<file path="src/rtl/conv_mac_accum_if.sv">
`default_nettype none
// ============================================================================
//  Module   : conv_mac_accum_if
//  Purpose  : Product-in / window-result-out bundle of the convolver MAC
//             accumulate stage.
//  Revision : 1.0
// ============================================================================
interface conv_mac_accum_if #(
    parameter int N = 32
) ();
    logic           i_clr;
    logic           i_valid;
    logic [2*N-1:0] i_product;
    logic           o_valid;
    logic [N-1:0]   o_result;
    logic           o_ovf;

    // master drives products (multiplier side), slave is the accumulator
    modport master (
        output i_clr,
        output i_valid,
        output i_product,
        input  o_valid,
        input  o_result,
        input  o_ovf
    );

    modport slave (
        input  i_clr,
        input  i_valid,
        input  i_product,
        output o_valid,
        output o_result,
        output o_ovf
    );
endinterface
`default_nettype wire

</file>
<file path="src/rtl/conv_mac_accum.sv">
`default_nettype none
// ============================================================================
//  Module   : conv_mac_accum
//  Purpose  : Sums KSIZE signed 2N-bit products per kernel window, rescales
//             the window sum to N-bit Q-format with saturation.
//  Revision : 1.0
// ============================================================================
module conv_mac_accum #(
    parameter int N     = 32,
    parameter int Q     = 15,
    parameter int KSIZE = 9
) (
    input  wire logic        i_clk,
    input  wire logic        i_rst_n,
    conv_mac_accum_if.slave  bus
);
    localparam int c_ACC_W = 2*N + $clog2(KSIZE+1);
    localparam int c_EXT_W = c_ACC_W - 2*N;
    localparam int c_CNT_W = (KSIZE > 1) ? $clog2(KSIZE) : 1;
    localparam logic [c_CNT_W-1:0] c_LAST_TAP = c_CNT_W'(KSIZE-1);

    // Saturation bounds of the N-bit result, sign-extended to accumulator width
    localparam logic signed [c_ACC_W-1:0] c_SAT_MAX =
        {{(c_ACC_W-N+1){1'b0}}, {(N-1){1'b1}}};
    localparam logic signed [c_ACC_W-1:0] c_SAT_MIN =
        {{(c_ACC_W-N+1){1'b1}}, {(N-1){1'b0}}};

    logic signed [c_ACC_W-1:0] r_acc;
    logic        [c_CNT_W-1:0] r_tap_cnt;
    logic signed [c_ACC_W-1:0] r_sum;
    logic                      r_sum_vld;
    logic                      r_valid;
    logic        [N-1:0]       r_result;
    logic                      r_ovf;

    logic signed [c_ACC_W-1:0] w_ext;
    logic signed [c_ACC_W-1:0] w_win_sum;
    logic signed [c_ACC_W-1:0] w_sh;
    logic                      w_last;
    logic                      w_sat_hi;
    logic                      w_sat_lo;
    logic        [N-1:0]       w_rescaled;

    assign w_ext     = signed'({{c_EXT_W{bus.i_product[2*N-1]}}, bus.i_product});
    assign w_win_sum = r_acc + w_ext;
    assign w_last    = bus.i_valid && (r_tap_cnt == c_LAST_TAP);

    // Arithmetic shift floors toward -inf, dropping the extra Q fraction bits
    assign w_sh     = r_sum >>> Q;
    assign w_sat_hi = (w_sh > c_SAT_MAX);
    assign w_sat_lo = (w_sh < c_SAT_MIN);

    always_comb begin
        w_rescaled = w_sh[N-1:0];
        if (w_sat_hi) begin
            w_rescaled = c_SAT_MAX[N-1:0];
        end else if (w_sat_lo) begin
            w_rescaled = c_SAT_MIN[N-1:0];
        end
    end

    // Accumulate stage: the last tap moves the window sum to r_sum and
    // restarts the accumulator in the same edge, so windows may abut.
    always_ff @(posedge i_clk or negedge i_rst_n) begin
        if (!i_rst_n) begin
            r_acc     <= '0;
            r_tap_cnt <= '0;
            r_sum     <= '0;
            r_sum_vld <= 1'b0;
        end else if (bus.i_clr) begin
            r_acc     <= '0;
            r_tap_cnt <= '0;
            r_sum_vld <= 1'b0;
        end else begin
            r_sum_vld <= w_last;
            if (w_last) begin
                r_sum     <= w_win_sum;
                r_acc     <= '0;
                r_tap_cnt <= '0;
            end else if (bus.i_valid) begin
                r_acc     <= w_win_sum;
                r_tap_cnt <= r_tap_cnt + 1'b1;
            end
        end
    end

    // Output stage: a clear also kills a sum completed on the previous edge
    always_ff @(posedge i_clk or negedge i_rst_n) begin
        if (!i_rst_n) begin
            r_valid  <= 1'b0;
            r_result <= '0;
            r_ovf    <= 1'b0;
        end else if (bus.i_clr) begin
            r_valid  <= 1'b0;
        end else begin
            r_valid <= r_sum_vld;
            if (r_sum_vld) begin
                r_result <= w_rescaled;
                r_ovf    <= w_sat_hi | w_sat_lo;
            end
        end
    end

    assign bus.o_valid  = r_valid;
    assign bus.o_result = r_result;
    assign bus.o_ovf    = r_ovf;

endmodule
`default_nettype wire

</file>
<file path="src/flat_wrapper.sv">
// flat-port wrapper written by rule: the top's interface ports become plain ports
module conv_mac_accum_flat 
#(
    parameter int N     = 32,
    parameter int Q     = 15,
    parameter int KSIZE = 9
)
  (i_clk, i_rst_n, bus_i_clr, bus_i_valid, bus_i_product, bus_o_valid, bus_o_result, bus_o_ovf);
  conv_mac_accum_if #(.N(N)) bus_i ();
  input  wire logic i_clk;
  input  wire logic i_rst_n;
  input wire logic [$bits(bus_i.i_clr)-1:0] bus_i_clr;
  input wire logic [$bits(bus_i.i_valid)-1:0] bus_i_valid;
  input wire logic [$bits(bus_i.i_product)-1:0] bus_i_product;
  output wire logic [$bits(bus_i.o_valid)-1:0] bus_o_valid;
  output wire logic [$bits(bus_i.o_result)-1:0] bus_o_result;
  output wire logic [$bits(bus_i.o_ovf)-1:0] bus_o_ovf;
  assign bus_i.i_clr = bus_i_clr;
  assign bus_i.i_valid = bus_i_valid;
  assign bus_i.i_product = bus_i_product;
  assign bus_o_valid = bus_i.o_valid;
  assign bus_o_result = bus_i.o_result;
  assign bus_o_ovf = bus_i.o_ovf;
  conv_mac_accum #(.N(N), .Q(Q), .KSIZE(KSIZE)) u_core (.i_clk(i_clk), .i_rst_n(i_rst_n), .bus(bus_i));
endmodule
</file>
<file path="config.mk">
export PLATFORM = sky130hd
export DESIGN_NAME = conv_mac_accum_flat
export DESIGN_NICKNAME = d
export VERILOG_FILES = /design/src/rtl/conv_mac_accum_if.sv /design/src/rtl/conv_mac_accum.sv /design/src/flat_wrapper.sv
export SDC_FILE = /design/constraint.sdc
export NUM_CORES = 1
export LEC_CHECK = 0
export ABC_AREA = 1
export BUFFER_PORTS_ARGS = -buffer_cell sky130_fd_sc_hd__buf_2
export CAP_MARGIN = 10
export CORE_AREA = 2 2 186 188
export CTS_BUF_LIST = sky130_fd_sc_hd__clkbuf_4
export DETAILED_ROUTE_END_ITERATION = 10
export DIE_AREA = 0 0 188 190
export GPL_TIMING_DRIVEN = 0
export MAX_ROUTING_LAYER = met4
export PLACE_DENSITY_LB_ADDON = 0.3
export SYNTH_ARGS = -nofsm -noshare
export SYNTH_HDL_FRONTEND = slang
export SYNTH_SLANG_ARGS = --single-unit
</file>
<file path="constraint.sdc">
create_clock -name i_clk -period 2.6 [get_ports i_clk]
set_input_delay 0.26 -clock i_clk [delete_from_list [all_inputs] [get_ports i_clk]]
set_output_delay 0.26 -clock i_clk [all_outputs]
set_load 0.05 [all_outputs]
</file>
==> metrics, run 1 <==
status finished clean; 1st-iter DRT viols 889; final setup vio count 0; gr ovfl total 0; HPWL Detailed 33.42 mm; Synth Flop Type dfrtp_1; leading cell type by number of instances after synthesis nand2_1; Final Slew Violations 0; Ports about 100; Slowest-stage cell, CP dfrtp_1; post-synthesis cell count 1,800; root buf cell clkbuf_4; Most Crowded Layer GR met2; Peak VDD IR between 200 and 250 uV; Final ANT Viol Nets 0; sequential area share after synthesis 34.18%; met3 global-route usage 3.468%; final cell count without fillers 2,397; Top cell by count, worst path a21oi_1; DRC Markers 0; vias per cell between 4 and 5; NetSw 3.292 mW; largest net degree at the start of global routing 107; CTS tree yes; Final period util 94.07%; Die Ht 190 um; Chip Width 188 um; critical path's top delay family compound AO/OA/AOI/OAI gates; initial antenna violation count 2; total track usage a little under a quarter; final WL 40.42 mm; kind of critical path reg2reg; Fin Clk Skew between 0.03 and 0.04 ns; share of post-route cells with drive strength above 1 12.11%; sequential share of power approximately 38%; Worst-Margin Slew just over 0.9 ns; Cells after DPL 2,357; Core ar. 33,950 um^2; CP Cell Sequence ha_1, a21oi_1, o21ai_0, a21oi_1, nand2_1, a21oi_1, nand3b_1, nand3_1, nand2_1; syn nets between 1,500 and 2,000; P_int around 4.2 mW; FF/Latch Area 4004 um^2; Post-synth EDFFs 0; Max-cap violations 0; Logic pwr share 39.2%; routed length per instance between 15 and 20 um; Die Footprint 35,720 um^2; Worst slew margin 39.64%; register clock-pin slew on the reported worst setup and hold paths 0.16 ns; CTS max path bufs 2; Synth area leader dfrtp_1; multi-input logic area between 6000 and 7000 um^2; ranking of synthesized cells by area dfrtp_1 34%, nand2_1 21%, inv_1 8.0%, ha_1 7.4%, a21oi_1 5.2%; switch share 44.19%; Worst-Skew Late Latency 0.65 ns; Worst EP required 3.14 ns; final hold violations 0; row count 68; Hold/Removal Path Class in2reg; synthesized area 11,710 um^2; fin nets 2,065; cts bufs inserted 17; Crit path arrival time 2.98 ns; yosys warns 0; CP peak stage delay 0.42 ns; met2 Resource Use GR 36.87%; vias in the first global route approximately 11,000; count of cell types in the netlist 37; Post-synth ARST share 100.0%; PortBufs 101; top post-synthesis cells by count 651 x nand2_1, 250 x inv_1, 160 x dfrtp_1; setup_tns 0 ns; Avg Inst Size Synth 6.507 um^2; minimum clock period approximately 2.4 ns; via count 11,682; Clk pwr share 22.8%; met1 track utilization from global routing 31.72%; Critical Path Source Type flip-flop; #FFs+latches synth 160; Leak Pwr 7.211 nW; Crit. End Element flip-flop; starting density of the core 34.50%; CTS H-tree depth 4; fmax a little over 400 MHz; Area growth, synth to finish 13.59%; CTS sink count between 150 and 200; GP Congestion 1.020; Initial DRT Pass Iterations 5; first-pass GRT wire length 62.78 mm; pwr dens 559.8 nW/um^2; Filler cells 3,738; Buf/Inv on CP 0; Crit Path Max Fanout 5; post-synth top area share 34.18%
placed cells by master (no fill, tap or decap), types with 21 or more instances in the layout:
cell / instances
nand2_2: 22
nand2_1: 641
buf_2: 114
o21ai_0: 75
dfrtp_1: 160
nand3_1: 111
xnor2_1: 22
ha_1: 68
a21oi_1: 116
nor2_1: 153
inv_1: 250
o21ai_1: 21
tightest hold or removal path: cells and delay by family:
| family | cells | cell delay, ns |
|---|---|---|
| and+or+nand+nor | 3 | 0.25 |
| buffers and inverters | 1 | 0.12 |
cell families after synthesis:
logic type / Yosys count / share of synthesized area (%)
DFF: 160 / 34.18
adders and majority gates: 70 / 7.542
AOI/OAI and AO/OA: 236 / 10.61
and+or+nand+nor: 1018 / 36.33
xor gates and xnor gates: 24 / 1.795
buffers and inverters: 292 / 9.540
metrics by stage:
step	utilization (%)	instance area [um^2]	power [mW]	hold slack (ns)	worst slack (ns)
3_5_place_dp	37.78	12820	5.691	0.2147	-0.1405
4_1_cts	38.90	13200	7.433	0.02127	0.01862
6_report	39.19	13300	7.448	0.02490	0.1543
3_3_place_gp	37.67	12790	5.653	0.4637	-1.319
2_1_floorplan	-	11710	4.783	-0.03559	0.5938
5_1_grt	39.19	13300	7.964	0.02015	-0.004316
registers in the layout (all words and copies together) (netlist names):
name / count
u_core.r_acc: 68
u_core.r_tap_cnt: 4
u_core.bus.o_ovf: 1
u_core.bus.o_valid: 1
u_core.bus.o_result: 32
u_core.r_sum: 53
u_core.r_sum_vld: 1
worst paths after layout:
kind,start,endpoint,slack [ns],cells after the start
setup / recovery,u_core.r_acc[44],u_core.r_sum[61],0.15,9
hold / removal,bus_i_clr,u_core.r_sum[54],0.02,4
setup reg to reg,u_core.r_acc[44],u_core.r_sum[61],0.15,9
hold reg to reg,u_core.r_sum[44],u_core.r_sum[44],0.50,2
max in group asynchronous,i_rst_n,u_core.r_acc[42],1.59,3
min in group asynchronous,i_rst_n,u_core.r_acc[10],0.09,2
power groups by stage:
| stage | combinational, mW | sequential [mW] | clock, mW |
|---|---|---|---|
| global route | 3.26 | 2.85 | 1.85 |
| finish | 2.92 | 2.83 | 1.70 |
| CTS | 2.85 | 2.82 | 1.76 |
| floorplan | 1.89 | 2.89 | 0 |
| global placement | 2.79 | 2.86 | 0 |
| detailed placement | 2.82 | 2.87 | 0 |
metal layers:
| metal | part of all wire, % | wire length, um |
|---|---|---|
| met1 | 47 | 19180 |
| met2 | 44 | 17830 |
| met3 | 5.5 | 2228 |
| met4 | 2.9 | 1177 |
| met5 | 0 | 0 |
cell type report:
type | instances | area share [%]
multi-input combinational | 1348 | 50.31
clock inverter | 15 | 1.439
inverter | 258 | 7.279
buffer | 34 | 1.129
clock buffer | 17 | 0.9593
sequential | 160 | 30.10
timing repair buffer | 108 | 4.477
antenna | 2 | 0.03762
tap | 455 | 4.279
repair_timing:
action / 4_1_cts / 5_1_grt
setup buffers: 2 / 1
gates resized for setup: 6 / 26
gates cloned: 0 / 0
endpoints found under the setup margin: 37 / 45
pin swaps: 1 / 2
hold buffers: 3 / 0
endpoints found under the hold margin: 66 / 0
Note: power is estimated with default switching activity, not from simulation.
==> run 2, diff against run 1 <==
- ABC_CLOCK_PERIOD_IN_PS: not set -> 2600
- PLACE_DENSITY: not set -> 0.62
- PLACE_DENSITY_LB_ADDON: 0.3 -> not set
==> metrics, run 2 (synthesis results as in run 1) <==
status finished clean; routed length per instance between 15 and 20 um; pwr dens 549.6 nW/um^2; Slowest-stage cell, CP o21ai_0; Worst slew margin 51.11%; final hold violations 0; register clock-pin slew on the reported worst setup and hold paths 0.18 ns; 1st-iter DRT viols 811; CTS tree yes; CTS H-tree depth 4; fin nets 2,070; vias in the first global route 11,420; Hold/Removal Path Class in2async; Leak Pwr 7.213 nW; vias per cell 4.868; HPWL Detailed 34.70 mm; initial antenna violation count 2; gr ovfl total 0; kind of critical path reg2reg; DRC Markers 0; Die Footprint 35,720 um^2; final WL 41.62 mm; PortBufs slightly above 100; Filler cells 3,697; root buf cell clkbuf_4; Ports roughly 100; commonest non-fill, non-tap cell in the layout nand2_1; final setup vio count 0; DP Area 12,820 um^2; Initial DRT Pass Iterations 5; Final ANT Viol Nets 0; Worst EP required 3.15 ns; via count 11,693; first-pass GRT wire length 64.87 mm; fmax 394.2 MHz; CP peak stage delay 0.51 ns; share of post-route cells with drive strength above 1 12.39%; Chip Width 188 um; Final period util 97.57%; Crit. End Element flip-flop; Fin Clk Skew about 0.034 ns; Crit Path Max Fanout 5; Largest register FFs 68; minimum clock period ~2.5 ns; final cell count without fillers 2,402; commonest non-fill, non-tap cells in the layout 637 x nand2_1, 250 x inv_1, 160 x dfrtp_1; Critical Path Source Type flip-flop; Area growth, synth to finish 13.57%; Worst R2R Setup Slack 0.06 ns; CTS sink count 160; Worst-Skew Late Latency 0.66 ns; crit path launch u_core.r_acc[46]; Crit path arrival time 3.08 ns; Max-cap violations 0; GP Congestion slightly below 1; Die Ht 190 um; total track usage 24.59%; Cells after DPL 2,357; Worst-Margin Slew 0.7333 ns; CTS max path bufs 2; reg-to-reg startpoint u_core.r_acc[46]; CP Cell Sequence ha_1, nand2_1, o21ai_0, nand2_1, nand2_1, inv_1, nand2_1, a21oi_1, nand2_1, nand2_1, nand3_1, nand2_1; Core ar. 33,950 um^2; row count 68; Top reg by flops u_core.r_acc; largest net degree at the start of global routing 107; Top cell by count, worst path nand2_1; cts bufs inserted 17; Finished Cell Area 13,300 um^2; Final Slew Violations 0; starting density of the core about a third; Peak VDD IR around 290 uV
==> run 2: changes by cell type in the layout (fill, tap and decap cells not counted), moves of 3 or more <==
cell / previous run / this run
nand2_1: 641 / 637
inv_6: 3 / 7
clkinv_8: 4 / 1
nand2_2: 22 / 28
buf_4: 3 / 6
==> run 2: worst paths after layout <==
path | endpoint | cells past startpoint
setup / recovery | u_core.r_sum[67] | 12
hold / removal | u_core.r_acc[10] | 2
setup reg to reg | u_core.r_sum[67] | 12
hold reg to reg | u_core.r_sum[40] | 2
max in group asynchronous | u_core.bus.o_result[10] | 3
min in group i_clk | u_core.r_acc[10] | 4
==> run 2: repair_timing <==
item | CTS | global route
gates resized for setup | 6 | 30
gates cloned | 0 | 0
pin swaps | 0 | 2
hold buffers | 5 | 0
setup buffers | 0 | 6
setup endpoints to repair | 45 | 51
endpoints found under the hold margin | 154 | 0
==> run 2: critical path, delay by kind of cell (launching register included) <==
kind | cells | cell delay (ns)
simple gates | 8 | 0.96
buf+inv | 1 | 0.05
flops | 1 | 0.42
fa+ha+maj | 1 | 0.38
compound gates | 2 | 0.62
==> run 2: per-layer routing <==
layer | share of wire [%] | vias up | GRT usage [%]
li1 | - | 5947 | -
met5 | 0 | - | -
met4 | 2.7 | 0 | 7.813
met2 | 44 | 248 | 37.74
met1 | 50 | 5446 | 33.90
met3 | 4.1 | 52 | 2.859
==> run 2: area by class of cell <==
class	instances	area (um^2)	share of cell area, %
antenna	2	5.005	0.03763
buffer	34	151.4	1.138
clock buffer	17	127.6	0.9595
clock inverter	15	140.1	1.054
inverter	258	968.4	7.281
multi-input combinational	1348	6698	50.35
sequential	160	4004	30.10
tap	455	569.3	4.280
timing repair buffer	113	638.1	4.797
==> run 2: per-stage QoR <==
| step | setup WS (ns) | hold WS, ns | setup TNS, ns | total power, mW | utilization [%] |
|---|---|---|---|---|---|
| floorplan | 0.5938 | -0.03559 | 0 | 4.783 | - |
| global placement | -1.312 | 0.4636 | -206.52 | 5.689 | 37.67 |
| detailed placement | -0.1053 | 0.2120 | -1.341 | 5.725 | 37.78 |
| CTS | 0.007629 | 0.006815 | 0 | 7.283 | 38.76 |
| global route | -0.01494 | 0.08051 | -0.07292 | 7.839 | 39.18 |
| finish | 0.06324 | 0.07176 | 0 | 7.311 | 39.18 |
==> run 2: where the power goes <==
| group | internal (mW) | switching [mW] |
|---|---|---|
| clock network | 0.425 | 1.08 |
| logic | 0.931 | 2.04 |
| registers | 2.70 | 0.134 |
| total | 4.05 | 3.26 |
